===== src/rtl/pic_priority_core.sv =====
`default_nettype none
// ============================================================================
//  Module      : pic_priority_core
//  Description : Parametrised PIC core. IRR/ISR/IMR datapath, rotating
//                priority resolver, init-word sequencer and a synchronous
//                two-pulse INTA sequencer. Single-chip mode only.
//                Optional macro PIC_ROTATE_EN enables priority rotation.
//  Revision    : 1.0  initial release
// ============================================================================
module pic_priority_core #(
    parameter int N_IR  = 8,
    parameter int LOG_N = $clog2(N_IR)
) (
    input  logic             clk,
    input  logic             rst_n,
    input  logic [N_IR-1:0]  ir_in,
    input  logic             wr_stb,
    input  logic             a0,
    input  logic [7:0]       data_in,
    input  logic             inta_n,
    output logic             int_out,
    output logic [7:0]       vector_out,
    output logic             vector_valid,
    output logic [N_IR-1:0]  irr_out,
    output logic [N_IR-1:0]  isr_out,
    output logic [N_IR-1:0]  imr_out
);

    typedef enum logic [1:0] {
        IDLE      = 2'd0,
        WAIT_ICW2 = 2'd1,
        WAIT_ICW4 = 2'd2,
        READY     = 2'd3
    } init_state_t;

    typedef enum logic [1:0] {
        ACK_IDLE = 2'd0,
        ACK1     = 2'd1,
        ACK2     = 2'd2
    } ack_state_t;

    init_state_t            r_init_state, w_init_next;
    ack_state_t             r_ack_state,  w_ack_next;

    logic [N_IR-1:0]        r_ir_q;
    logic [N_IR-1:0]        r_irr;
    logic [N_IR-1:0]        r_isr;
    logic [N_IR-1:0]        r_imr;
    logic                   r_ltim;
    logic                   r_ic4;
    logic                   r_aeoi;
    logic [7-LOG_N:0]       r_base;
    logic [LOG_N-1:0]       r_winner;
    logic                   r_spurious;
    logic                   r_inta_n_q;

    logic                   w_icw1, w_icw2, w_icw4, w_ocw1, w_ocw2;
    logic                   w_eoi, w_sl;
    logic [LOG_N-1:0]       w_lvl;
    logic [N_IR-1:0]        w_imr_wdata;
    logic [LOG_N-1:0]       w_lowest_prio;
    logic [N_IR-1:0]        w_req;
    logic                   w_req_found, w_isr_found;
    logic [LOG_N-1:0]       w_req_ch, w_isr_ch, w_req_rank, w_isr_rank;
    logic [LOG_N-1:0]       w_scan_ch;
    logic                   w_fall, w_ack1, w_ack2;
    logic [N_IR-1:0]        w_isr_set, w_isr_clr, w_irr_clr;
    logic                   w_int;

    // ------------------------------------------------------------------
    // Write decode
    // ------------------------------------------------------------------
    assign w_icw1 = wr_stb & ~a0 & data_in[4];
    assign w_icw2 = wr_stb &  a0 & (r_init_state == WAIT_ICW2);
    assign w_icw4 = wr_stb &  a0 & (r_init_state == WAIT_ICW4);
    assign w_ocw1 = wr_stb &  a0 & (r_init_state == READY);
    assign w_ocw2 = wr_stb & ~a0 & (data_in[4:3] == 2'b00) & (r_init_state == READY);
    assign w_eoi  = data_in[5];
    assign w_sl   = data_in[6];
    assign w_lvl  = data_in[LOG_N-1:0];

    // Wide masks arrive a byte at a time, alternating low then high byte.
    generate
        if (N_IR > 8) begin : g_imr_wide
            logic r_imr_hi;
            // Byte-select toggle, restarted by every ICW1
            always_ff @(posedge clk or negedge rst_n) begin
                if (!rst_n)      r_imr_hi <= 1'b0;
                else if (w_icw1) r_imr_hi <= 1'b0;
                else if (w_ocw1) r_imr_hi <= ~r_imr_hi;
            end
            assign w_imr_wdata = r_imr_hi ? {data_in[N_IR-9:0], r_imr[7:0]}
                                          : {r_imr[N_IR-1:8], data_in};
        end else begin : g_imr_narrow
            assign w_imr_wdata = data_in[N_IR-1:0];
        end
    endgenerate

    // Init sequencer state register
    always_ff @(posedge clk or negedge rst_n) begin
        if (!rst_n) r_init_state <= IDLE;
        else        r_init_state <= w_init_next;
    end

    // Init sequencer next state; ICW1 restarts from any state
    always_comb begin
        w_init_next = r_init_state;
        if (w_icw1) begin
            w_init_next = WAIT_ICW2;
        end else begin
            case (r_init_state)
                WAIT_ICW2: if (wr_stb && a0) w_init_next = r_ic4 ? WAIT_ICW4 : READY;
                WAIT_ICW4: if (wr_stb && a0) w_init_next = READY;
                default:   w_init_next = r_init_state;
            endcase
        end
    end

    // Configuration latched from the init words
    always_ff @(posedge clk or negedge rst_n) begin
        if (!rst_n) begin
            r_ltim <= 1'b0;
            r_ic4  <= 1'b0;
            r_aeoi <= 1'b0;
            r_base <= '0;
        end else begin
            if (w_icw1) begin
                r_ltim <= data_in[3];
                r_ic4  <= data_in[0];
                r_aeoi <= 1'b0;
            end
            if (w_icw2) r_base <= data_in[7:LOG_N];
            if (w_icw4) r_aeoi <= data_in[1];
        end
    end

    // ------------------------------------------------------------------
    // Priority rotation pointer
    // ------------------------------------------------------------------
`ifdef PIC_ROTATE_EN
    logic [LOG_N-1:0] r_lowest_prio;
    logic             r_auto_rot;
    logic             w_rot;
    assign w_rot = data_in[7];

    // Rotation pointer and auto-rotate mode, updated by OCW2 and AEOI completion
    always_ff @(posedge clk or negedge rst_n) begin
        if (!rst_n) begin
            r_lowest_prio <= LOG_N'(N_IR-1);
            r_auto_rot    <= 1'b0;
        end else if (w_icw1) begin
            r_auto_rot    <= 1'b0;
        end else begin
            if (w_ack2 && r_aeoi && !r_spurious && r_auto_rot)
                r_lowest_prio <= r_winner;
            if (w_ocw2) begin
                if (w_eoi) begin
                    if (w_rot) begin
                        if (w_sl)             r_lowest_prio <= w_lvl;
                        else if (w_isr_found) r_lowest_prio <= w_isr_ch;
                    end
                end else if (w_sl) begin
                    if (w_rot) r_lowest_prio <= w_lvl;
                end else begin
                    r_auto_rot <= w_rot;
                end
            end
        end
    end
    assign w_lowest_prio = r_lowest_prio;
`else
    assign w_lowest_prio = LOG_N'(N_IR-1);
`endif

    // ------------------------------------------------------------------
    // Priority resolver: rank 0 is channel lowest_prio+1, descending with wrap
    // ------------------------------------------------------------------
    assign w_req = r_irr & ~r_imr;

    // Scan from lowest to highest priority so the highest-ranked hit sticks
    always_comb begin
        w_req_found = 1'b0;
        w_isr_found = 1'b0;
        w_req_ch    = '0;
        w_isr_ch    = '0;
        w_req_rank  = '0;
        w_isr_rank  = '0;
        w_scan_ch   = '0;
        for (int i = N_IR-1; i >= 0; i--) begin
            w_scan_ch = w_lowest_prio + LOG_N'(i + 1);
            if (w_req[w_scan_ch]) begin
                w_req_found = 1'b1;
                w_req_ch    = w_scan_ch;
                w_req_rank  = LOG_N'(i);
            end
            if (r_isr[w_scan_ch]) begin
                w_isr_found = 1'b1;
                w_isr_ch    = w_scan_ch;
                w_isr_rank  = LOG_N'(i);
            end
        end
    end

    // Fully nested: only a request strictly above every in-service level interrupts
    assign w_int = (r_init_state == READY) && w_req_found &&
                   (!w_isr_found || (w_req_rank < w_isr_rank));

    // ------------------------------------------------------------------
    // INTA sequencer
    // ------------------------------------------------------------------
    assign w_fall = r_inta_n_q & ~inta_n;

    // Acknowledge state register
    always_ff @(posedge clk or negedge rst_n) begin
        if (!rst_n) r_ack_state <= ACK_IDLE;
        else        r_ack_state <= w_ack_next;
    end

    // Acknowledge next state and the per-pulse action strobes
    always_comb begin
        w_ack_next = r_ack_state;
        w_ack1     = 1'b0;
        w_ack2     = 1'b0;
        case (r_ack_state)
            ACK_IDLE: if (w_fall) begin w_ack_next = ACK1; w_ack1 = 1'b1; end
            ACK1:     if (w_fall) begin w_ack_next = ACK2; w_ack2 = 1'b1; end
            ACK2:     w_ack_next = ACK_IDLE;
            default:  w_ack_next = ACK_IDLE;
        endcase
    end

    // Winner freeze on the first pulse, vector delivery on the second
    always_ff @(posedge clk or negedge rst_n) begin
        if (!rst_n) begin
            r_inta_n_q   <= 1'b1;
            r_winner     <= '0;
            r_spurious   <= 1'b0;
            vector_out   <= 8'h00;
            vector_valid <= 1'b0;
            int_out      <= 1'b0;
        end else begin
            r_inta_n_q   <= inta_n;
            vector_valid <= w_ack2;
            int_out      <= w_int;
            if (w_ack1) begin
                r_winner   <= w_req_found ? w_req_ch : LOG_N'(N_IR-1);
                r_spurious <= ~w_req_found;
            end
            if (w_ack2) vector_out <= {r_base, r_winner};
        end
    end

    // ------------------------------------------------------------------
    // IRR / ISR / IMR
    // ------------------------------------------------------------------
    // Set and clear masks; an INTA set overrides a coincident EOI clear
    always_comb begin
        w_isr_set = '0;
        w_isr_clr = '0;
        w_irr_clr = '0;
        if (w_ack1 && w_req_found) begin
            w_isr_set[w_req_ch] = 1'b1;
            w_irr_clr[w_req_ch] = 1'b1;
        end
        if (w_ack2 && r_aeoi && !r_spurious)
            w_isr_clr[r_winner] = 1'b1;
        if (w_ocw2 && w_eoi) begin
            if (w_sl)             w_isr_clr[w_lvl]    = 1'b1;
            else if (w_isr_found) w_isr_clr[w_isr_ch] = 1'b1;
        end
    end

    // Request, in-service and mask registers
    always_ff @(posedge clk or negedge rst_n) begin
        if (!rst_n) begin
            r_ir_q <= '0;
            r_irr  <= '0;
            r_isr  <= '0;
            r_imr  <= '1;
        end else begin
            r_ir_q <= ir_in;
            if (w_icw1) begin
                r_irr <= '0;
                r_isr <= '0;
                r_imr <= '0;
            end else begin
                r_irr <= (r_ltim ? ir_in : (r_irr | (ir_in & ~r_ir_q))) & ~w_irr_clr;
                r_isr <= (r_isr & ~w_isr_clr) | w_isr_set;
                if (w_ocw1) r_imr <= w_imr_wdata;
            end
        end
    end

    assign irr_out = r_irr;
    assign isr_out = r_isr;
    assign imr_out = r_imr;

endmodule
`default_nettype wire


===== config.mk =====
export PLATFORM = sky130hd
export DESIGN_NAME = pic_priority_core
export DESIGN_NICKNAME = d
export VERILOG_FILES = /design/src/rtl/pic_priority_core.sv
export SDC_FILE = /design/constraint.sdc
export NUM_CORES = 1
export LEC_CHECK = 0
export ABC_AREA = 1
export BUFFER_PORTS_ARGS = -buffer_cell sky130_fd_sc_hd__buf_2
export CAP_MARGIN = 20
export CORE_UTILIZATION = 30
export DETAILED_ROUTE_END_ITERATION = 16
export GPL_ROUTABILITY_DRIVEN = 0
export GPL_TIMING_DRIVEN = 0
export HOLD_SLACK_MARGIN = 0.03
export PLACE_DENSITY = 0.56
export SYNTH_ARGS = -nofsm -noshare
export SYNTH_HDL_FRONTEND = slang
export SYNTH_SLANG_ARGS = --single-unit

===== constraint.sdc =====
create_clock -name clk -period 2.1 [get_ports clk]
set_input_delay 0.105 -clock clk [delete_from_list [all_inputs] [get_ports clk]]
set_output_delay 0.105 -clock clk [all_outputs]
set_load 0.1 [all_outputs]

# ---- After elaboration in Yosys (flattened, before gate mapping)
# Cells that the tools add are included.
dict set report totals {
  in_bits 21
  out_inout_bits 34
  word_cells 142
  ff_bits 59
}
dict set report classes {
  n_mux 64
  eq_ne 8
  bitwise_logic 24
  n_lt_le_gt_ge 9
  reduce_logical 21
}
# operator count
set op_table {}
lappend op_table {{$mux 8} 10}
lappend op_table {{$mux 3} 17}
lappend op_table {{$and 8x8->8} 4}
lappend op_table {{$not 8->8} 4}
lappend op_table {{$or 8x8->8} 4}
lappend op_table {{$mux 1} 26}
lappend op_table {{$lt 3x4->1 const B} 4}
lappend op_table {{$demux 1 s3} 4}
lappend op_table {{$ge 3x1->1 const B} 4}
lappend op_table {{$logic_and 1x1->1} 11}
lappend op_table {{$mux 2} 5}
lappend op_table {{$and 1x1->1} 9}
lappend op_table {{$pmux 2 s2} 2}
lappend op_table {{$ne 3x2->1 const B} 2}
lappend op_table {{$eq 2x1->1 const B} 2}
lappend op_table {{$eq 2x2->1 const B} 2}
lappend op_table {{$logic_not 2->1} 2}
lappend op_table {{$ne 2x2->1 const B} 2}
lappend op_table {{$reduce_bool 2->1} 2}
lappend op_table {{$lt 3x3->1} 1}
lappend op_table {{$not 1->1} 3}
lappend op_table {{$reduce_and 3->1} 1}
lappend op_table {{$reduce_bool 3->1} 1}
lappend op_table {{$logic_not 1->1} 2}
lappend op_table {{other kinds (2)} 2}

# ---- Depth between registers and ports, before layout
# Gate-level depths: netlist of the first run.
dict set report depth {
  depth_word 20
  ltp_mapped 14
  depth_no_buf 14
}

# ---- Worst setup path after synthesis of the first run
# Ideal clock, no wire load.
dict set report synth_timing {
  kind {flip-flop to flip-flop}
  from {register r_irr[7] (netlist: irr_out[7])}
  to {register int_out}
  stages_incl_launch_ff 9
  path_buffers 0
  setup_time_ns 0.077
  arrival_time_ns 2.090
  t_required_ns 2.023
  synth_period_minus_slack_ns 2.168
  setup_slack_ns -0.068
  path_cell_list {dfrtp_1 > inv_1 > o21ai_2 > nand2_1 > a21oi_1 > ha_1 > nand3_1 > nand2_1 > a21oi_1}
}
dict set report synth_between {
  elab_chain_len 12
  word_cells_on_any_way 21
  cone_classes {1 x order compare; 16 x mux; 1 x bitwise; 3 x reduce/logical}
}
# item line_no
set synth_lines {}
lappend synth_lines {{from (decl)} 46} ;# logic [N_IR-1:0] r_irr;
lappend synth_lines {{from (signal assigned)} 287} ;# r_irr <= (r_ltim ? ir_in : (r_irr | (ir_in & ~r_ir_q))) & ~w_irr_clr;
lappend synth_lines {{$and 8x8->8 *} 178} ;# assign w_req = r_irr & ~r_imr;
lappend synth_lines {{$mux 3 (8 in a row)} 191} ;# if (w_req[w_scan_ch]) begin
lappend synth_lines {{$lt 3x3->1} 206} ;# (!w_isr_found || (w_req_rank < w_isr_rank));
lappend synth_lines {{$logic_or 1x1->1} 206}
lappend synth_lines {{$logic_and 1x1->1 *} 205} ;# assign w_int = (r_init_state == READY) && w_req_found &&
lappend synth_lines {{named net w_int} 68} ;# logic w_int;
lappend synth_lines {{to (signal assigned)} 244} ;# int_out <= w_int;
lappend synth_lines {{to (decl)} 21} ;# output logic int_out,
# The timed path passes the listed nets; every way through them passes the cells marked *.
# A chain may end at the register's enable or synchronous reset.

# ---- Final worst setup path of the first run
dict set report layout_timing {
  from {register r_imr[5] (netlist: imr_out[5])}
  to {register int_out}
}
dict set report layout_between {
  elab_chain_len 11
  word_cells_on_any_way 18
  cone_classes {1 x order compare; 12 x mux; 2 x bitwise; 3 x reduce/logical}
}
# item line_no
set layout_lines {}
lappend layout_lines {{from (decl)} 48} ;# logic [N_IR-1:0] r_imr;
lappend layout_lines {{from (signal assigned)} 289} ;# if (w_ocw1) r_imr <= w_imr_wdata;
lappend layout_lines {{$not 8->8 *} 178}
lappend layout_lines {{$and 8x8->8 *} 178}
lappend layout_lines {{$mux 3 (6 in a row)} 191}
lappend layout_lines {{$lt 3x3->1} 206}
lappend layout_lines {{$logic_or 1x1->1} 206}
lappend layout_lines {{$logic_and 1x1->1 *} 205}
lappend layout_lines {{named net w_int} 68}
# Marks and branches as above.

==> results of run 1 <==
layer usage:
layer	global-route usage [%]	vias to the layer above
met1	21.8	1196
met4	6.91	0
met3	4.16	15
li1	-	1324
met2	25.0	73
met5	0	-
cell usage in the layout, fill, tap and decap left out, types with 11 or more instances in the layout:
cell type	netlist	routed
a21oi_1	12	12
buf_2	2	56
clkbuf_8	0	11
dfrtp_1	50	48
dlygate4sd3_1	0	11
inv_1	48	48
nand2_1	120	120
nand3_1	12	12
nor2_1	30	30
o21ai_0	19	19
cell type report:
| cell class | count | share of cell area (%) |
|---|---|---|
| flip-flops and latches | 59 | 40.4 |
| clock inverters | 4 | 1.35 |
| inverters | 58 | 6.00 |
| well taps | 129 | 4.35 |
| plain buffers | 4 | 0.472 |
| clock buffers | 12 | 4.18 |
| repair buffers | 66 | 10.8 |
| multi-input cells | 248 | 32.5 |
what timing repair did:
| item | in CTS | in global routing |
|---|---|---|
| hold buffers | 11 | 0 |
| endpoints found under the setup margin | 0 | 0 |
| endpoints found under the hold margin | 40 | 0 |
power by group:
| part | total [mW] | internal, mW | switching [mW] |
|---|---|---|---|
| Combinational | 3.20 | 0.624 | 2.58 |
| Clock | 1.07 | 0.611 | 0.462 |
| Sequential | 1.78 | 1.53 | 0.247 |
| Total | 6.05 | 2.77 | 3.29 |
flip-flops by register name (all words and copies together) (netlist names), 2 cells and up:
register / flops
imr_out: 8
irr_out: 8
isr_out: 8
r_ack_state: 2
r_base: 5
r_init_state: 2
r_ir_q: 8
r_winner: 3
vector_out: 8
worst paths after layout:
kind	start	depth (start not counted)	to
worst max-delay path	imr_out[5]	10	int_out
worst min-delay path	data_in[7]	3	imr_out[7]
worst max register to register	imr_out[5]	10	int_out
worst min register to register	r_base[0]	2	vector_out[3]
max in group asynchronous	rst_n	3	imr_out[4]
min in group asynchronous	rst_n	2	r_ack_state[1]
logic make-up after synthesis:
| logic type | share of synthesized area [%] |
|---|---|
| buf+inv | 8.19 |
| fa+ha+maj | 0.853 |
| flops | 50.7 |
| simple gates | 29.2 |
| compound gates | 11.0 |
metrics by stage:
step | cell area, um2 | hold slack (ns) | utilization [%]
3_3_place_gp | 3370 | 0.224 | 36.0
3_5_place_dp | 3390 | 0.205 | 36.2
4_1_cts | 3710 | 0.0310 | 39.6
2_1_floorplan | 2940 | -0.191 | -
5_1_grt | 3710 | 0.0532 | 39.6
6_report | 3710 | 0.0329 | 39.6
worst max-delay path: stages (launching register included):
cell	delay [ns]
dfstp_4	0.61
inv_1	0.06
nand2_2	0.08
nand2_2	0.06
or2_4	0.27
nand2_1	0.08
inv_2	0.05
ha_1	0.31
a21oi_1	0.15
nand2_1	0.06
a21oi_1	0.13
==> metrics.txt, run 1 <==
status finished, final reports clean; Final min period 1.93 ns; DR top layer met4; initial antenna violation count 0; first-pass GRT wire length approximately 12000 um; port bufs 54; share of layout cells above drive strength 1 26.6%; Worst Skew about 0.0063 ns; Setup Fix Bufs, Post-CTS 0; routed length on met3 431 um; DP HPWL 5780 um; DRC violations left 0; fraction of registers with async set/reset 100%; Net Count, Synth 392; RSZ-0062 raised after global routing false; Num CTS Buffers 9; power per cell area 1630 nW/um2; R2R setup slack 0.17 ns; CTS tree done; met2 wire length 3350 um; cell accounting for the most synthesized area dfrtp_1; Clock Tree Buf Depth 2; Fin. Hold Viols 0; setup ws final 0.167 ns; Setup Viol. Count Final 0; crit path DAT 2.20 ns; CP required ~2.4 ns; critical path class reg2reg; Fmax achieved 517 MHz; Final ANT Viol Nets 0; synth unique cells 32; most frequent cells after synthesis nand2_1 (120), dfrtp_1 (50), inv_1 (48); most common cell in the synthesized netlist nand2_1; EDFF count, synth 0; Post-Syn Area 2930 um2; Post-Route Setup TNS 0 ns; Worst slew margin 52.3%; clk sinks between 50 and 60; main flop type after synthesis dfrtp_1; Clk pin slew, worst setup/hold paths ~0.070 ns; CTS root buffer clkbuf_8; Cells after DPL 553; Max-cap violations 0; die height 101 um; main area contributors after synthesis dfrtp_1 (43%), nand2_1 (15%), dfstp_2 (8.1%); post-placement setup slack 0.172 ns; Fillers a little over 1k; drt wl/cell 12.9 um; top cell type's share of synthesized area a little over two fifths; Hold Path Class in2reg; Rows 35; area occupied by multi-input gates 1200 um2; warnings from Yosys 0; Die ar. 10200 um2; Core ar. 9370 um2; final worst-path cycle share approximately 90%; wire length on met1 3530 um; ant diodes 0; DRT Wirelength 7460 um; Final nets around 470; Post-Synthesis Cells ~370; Die Wd between 100 and 150 um; vias in the first global route approximately 2.6k; post-cts resize count 0; post-synthesis register bit count just under 60; routed vias/inst 4.50; Clock Latency Late Sink between 0.3 and 0.4 ns; Synth Area per Inst 7.95 um2; Crit Path Max Fanout 3; P&R area growth vs syn 26.5%; area taken by flip-flops and latches 1500 um2; total grt overflow 0; routed vias 2608; sequential area share after synthesis 50.7%; DRT Pass-1 Iters 4; Tot Pwr 6.05 mW; Initial Utilization 31.3%; startpoint types register; worst slew pin tran 0.716 ns; largest net degree at the start of global routing 31; DR iter-0 viols 134; IO Count 55; final std cells w/o fill slightly below 600; GRT Util Overall 16.3%; P_leak 1.93 nW; worst IR drop on VDD 942 uV; critical path endpoint category register; Max Slew Vio Count 0; CTS H-tree depth 3
Note: power is estimated with default switching activity, not from simulation.
==> run 2, diff against run 1 <==
- CTS_BUF_LIST: unset -> sky130_fd_sc_hd__clkbuf_2 sky130_fd_sc_hd__clkbuf_4 sky130_fd_sc_hd__clkbuf_8
==> run 2 against run 1 <==
Final area up 0.10%. Largest cell class unchanged. Via count is 0.42% lower. Largest power group unchanged. Highest routed layer unchanged. First-iteration DRC count shrank 20%. Setup slack better by 0.00089 ns. Combinational power barely moved. Global-route usage unchanged. Core utilization is essentially flat. Flip-flop and latch count is the same. Maximum frequency barely moved.
==> metrics.txt, run 2 (synthesized netlist as in run 1, its figures left out) <==
Hold Startpoint data_in[7]; Hold EP imr_out[7]; Final min period 1.93 ns; most frequent cells in the layout nand2_1 (120), buf_2 (56), inv_1 (48), dfrtp_1 (48), nor2_1 (30); placed inst area 3390 um2; IO Count 55; DRT Wirelength 7420 um; final worst-path cycle share 92.0%; Fillers 1022; Final ANT Viol Nets 0; Num CTS Buffers 9; Crit Path Max Fanout 3; status finished, final reports clean; worst slew pin tran 0.704 ns; Clock Latency Late Sink 0.34 ns; Post-Route Setup TNS 0 ns; CTS root buffer clkbuf_8; commonest non-fill, non-tap cell in the layout nand2_1; Fin. Hold Viols 0; routed vias/inst 4.48; DP HPWL between 5000 and 6000 um; Die Wd 101 um; worst path cell trace inv_1 > nand2_2 > nand2_2 > or2_4 > nand2_1 > inv_2 > ha_1 > a21oi_1 > nand2_1 > a21oi_1; hold_buf cts 11; largest net degree at the start of global routing 31; P&R area growth vs syn 26.6%; Worst Reg-to-Reg Cells 10; Final nets between 400 and 500; first-pass GRT wire length 12400 um; final std cells w/o fill 580; CTS H-tree depth 3; Max stage delay on crit path about 0.61 ns; r2r endpoint int_out; critical path class reg2reg; critical path endpoint category register; ant diodes 0; Hold Path Class in2reg; post-cts resize count 0; CTS tree done; die height about 100 um; drt wl/cell 12.8 um; Hold Path Cell Cnt 3; startpoint types register; RSZ-0062 raised after global routing false; Clk pin slew, worst setup/hold paths ~0.07 ns; GRT Util Overall 16.3%; port bufs 54; initial antenna violation count 0; Max-cap violations 0; Die ar. 10200 um2; clk sinks 59; power per cell area 1630 nW/um2; Core ar. 9370 um2; Max Slew Vio Count 0; worst IR drop on VDD 942 uV; DR iter-0 viols 107; Setup Viol. Count Final 0; routed vias 2597; CP max-delay cell dfstp_4; DRC violations left 0; post-route cell area 3710 um2; P_leak 1.93 nW; DRT Pass-1 Iters 4; vias in the first global route 2553; CP required 2.37 ns; total grt overflow 0; Setup Fix Bufs, Post-CTS 0; Cells after DPL approximately 550; Clock Tree Buf Depth 2; Initial Utilization 31.3%; Worst Skew ~0.007 ns; Worst slew margin a little over half; Worst Setup SP imr_out[5]; crit path DAT 2.20 ns; Rows 35; share of layout cells above drive strength 1 26.8%; Critical R2R Launch imr_out[5]; R2R setup slack 0.17 ns; Fmax achieved 518 MHz
[run 2: routing by layer]
layer  track usage, %  share of wire [%]  vias up
li1                 -                  -     1325
met1             21.8                 47     1185
met2             25.0                 45       77
met3             4.16                6.4       10
met4             6.91                1.4        0
met5                0                  0        -
[run 2: how the worst max path moves through the flow]
stage	endpoint	slack (ns)	cells past startpoint
floorplan	int_out	0.002	10
global placement	int_out	0.20	10
detailed placement	int_out	0.17	10
CTS	int_out	0.15	10
global route	int_out	0.005	10
finish	int_out	0.17	10
[run 2: per-stage QoR]
step                worst slack [ns]  utilization, %  total power, mW  hold slack [ns]
floorplan                    0.00241               -             4.40           -0.191
global placement               0.199            36.0             4.95            0.224
detailed placement             0.172            36.2             4.99            0.205
CTS                            0.154            39.6             6.11           0.0310
global route                 0.00509            39.6             6.45           0.0532
finish                         0.168            39.6             6.06           0.0349
[run 2: cell type report]
class	count	area, um2	area share [%]
Sequential cell	59	1500	40.3
Tap cell	129	161	4.35
Multi-Input combinational cell	248	1200	32.4
Clock inverter	4	50.0	1.35
Timing Repair Buffer	66	400	10.8
Inverter	58	223	6.00
Clock buffer	12	159	4.28
Buffer	4	17.5	0.472
[run 2: critical path, delay by kind of cell (launching register included)]
family | cells | cell delay, ns
adders and majority gates | 1 | 0.31
DFF | 1 | 0.61
and+or+nand+nor | 5 | 0.55
AOI/OAI and AO/OA | 2 | 0.28
buffers and inverters | 2 | 0.11
[run 2: where the power goes]
group / total, mW / internal (mW) / switching [mW]
Clock: 1.08 / 0.624 / 0.460
Sequential: 1.78 / 1.53 / 0.247
Combinational: 3.20 / 0.623 / 2.58
==> run 3, diff against run 2 <==
- PLACE_DENSITY: 0.56 -> 0.58
- clock period: 2.1 -> 1.6 ns (I/O delays scaled with it)
==> run 3 against run 2 <==
The flow now finishes with violations (setup timing). Critical path depth did not move. Sequential share of layout area fell by 4.5 points. Register-to-register slack got worse by 0.33 ns. Clock skew rose by 0.0024 ns. Cell count rose by 3.8%. Core utilization rose by 6.4 points. Sequential power rose by 37%. Global-route usage rose by 0.75 points. Die area did not move. Clock power rose by 45%. Flip-flop and latch count did not move. First-iteration DRC count rose by 33%. Highest routed layer unchanged.
==> metrics.txt, run 3 (synthesized netlist as in run 1, its figures left out) <==
status finished, violations left; failing checks setup timing; IO Count 55; Final nets 491; port bufs between 50 and 60; Initial Utilization 31.3%; commonest non-fill, non-tap cell in the layout nand2_1; R2R setup slack -0.16 ns; Fmax achieved 568 MHz; total grt overflow 0; CP required between 1.5 and 2 ns; Cells after DPL 553; Clock Tree Buf Depth 2; final std cells w/o fill 602; Final ANT Viol Nets 0; Die ar. 10200 um2; Clk pin slew, worst setup/hold paths ~0.07 ns; worst slew pin tran 0.580 ns; most frequent cells in the layout nand2_1 (94), buf_2 (56), inv_1 (38); GRT Util Overall 17.0%; crit path DAT 2.03 ns; Worst slew margin 61.1%; startpoint types register; CTS root buffer clkbuf_8; post-route cell area 4320 um2; clk sinks 59; fin util 46.1%; P&R area growth vs syn 47.2%; drt wl/cell around 14 um; RSZ-0062 raised after global routing true; initial antenna violation count 0; largest net degree at the start of global routing 38; Die Wd 101 um; DP HPWL 5870 um; first-pass GRT wire length 13000 um; vias in the first global route 2693; Worst Reg-to-Reg Cells 10; Rows 35; ant diodes 0; worst IR drop on VDD 969 uV; Worst Skew 0.00926 ns; DRC violations left 0; routed vias/inst 4.57; Clock Latency Late Sink 0.34 ns; die height 101 um; Setup Viol. Count Final 18; Hold Path Class in2reg; final worst-path cycle share 110%; Crit Path Max Fanout 3; P_leak 2.14 nW; critical path class reg2reg; power per cell area 2120 nW/um2; placed inst area 3490 um2; CTS H-tree depth 3; share of layout cells above drive strength 1 46.1%; Num CTS Buffers 9; Fillers 955; Final min period 1.76 ns; Worst Setup SP imr_out[6]; DRT Pass-1 Iters 5; CTS tree done; routed vias 2753; setup ws final -0.160 ns; Max-cap violations 0; Core ar. 9370 um2; Fin. Hold Viols 0; critical path endpoint category register; DRT Wirelength 8150 um; r2r endpoint int_out; DR iter-0 viols 142; Critical R2R Launch imr_out[6]; Max Slew Vio Count 0; timing endpoint of the critical path int_out
-- run 3: timing repair --
action / CTS / global route
pin swaps: 18 / 29
resized for setup: 45 / 44
hold buffers: 13 / 0
setup endpoints to repair: 18 / 23
buffers inserted: 11 / 9
hold endpoints to repair: 35 / 0
-- run 3: worst min-delay path by stage --
stage                from      endpoint  slack [ns]  cells past startpoint
2_1_floorplan       rst_n       int_out       -0.22                      0
3_3_place_gp       inta_n    r_inta_n_q        0.20                      1
3_5_place_dp        rst_n  vector_valid         0.1                      1
4_1_cts        data_in[2]    imr_out[2]        0.04                      3
5_1_grt        data_in[1]        r_aeoi        0.04                      2
6_report       data_in[1]        r_aeoi        0.05                      2
-- run 3: per-layer routing --
metal / track usage [%] / wire length (um) / share of wire [%] / vias up
li1: - / - / - / 1366
met1: 21.0 / 3600 / 44 / 1292
met2: 28.0 / 4010 / 49 / 83
met3: 5.89 / 427 / 5.2 / 12
met4: 5.35 / 115 / 1.4 / 0
met5: 0 / 0 / 0 / -
-- run 3: through the flow --
stage / setup TNS [ns] / hold slack [ns] / total power [mW] / setup slack (ns)
final: -1.10 / 0.0531 / 9.16 / -0.160
after global routing: -2.45 / 0.0438 / 9.63 / -0.220
after CTS: -1.01 / 0.0419 / 8.79 / -0.178
after detailed placement: -2.16 / 0.0987 / 6.74 / -0.227
after global placement: -1.80 / 0.198 / 6.66 / -0.225
after floorplan: -2.65 / -0.216 / 5.96 / -0.301
-- run 3: layout make-up --
cell class	instances	area, um2	share of cell area (%)
flip-flops and latches	59	1550	35.8
multi-input cells	248	1540	35.6
repair buffers	88	586	13.6
plain buffers	4	17.5	0.406
well taps	129	161	3.74
clock inverters	4	75.1	1.74
clock buffers	12	153	3.54
inverters	58	240	5.56
-- run 3: power by group --
group          switching (mW)  internal [mW]  total [mW]
logic                    3.89           1.26        5.15
registers               0.354           2.08        2.43
clock network           0.618          0.955        1.57
-- run 3: critical path, cell delays in order (launching register included) --
cell and delay, ns:
dfstp_4 0.63, inv_4 0.04, nand2_4 0.05, o21ai_2 0.06, or2_4 0.28, nand2_4 0.07, inv_4 0.05, ha_4 0.22
a21oi_2 0.11, nand2_1 0.07, a21oi_2 0.13
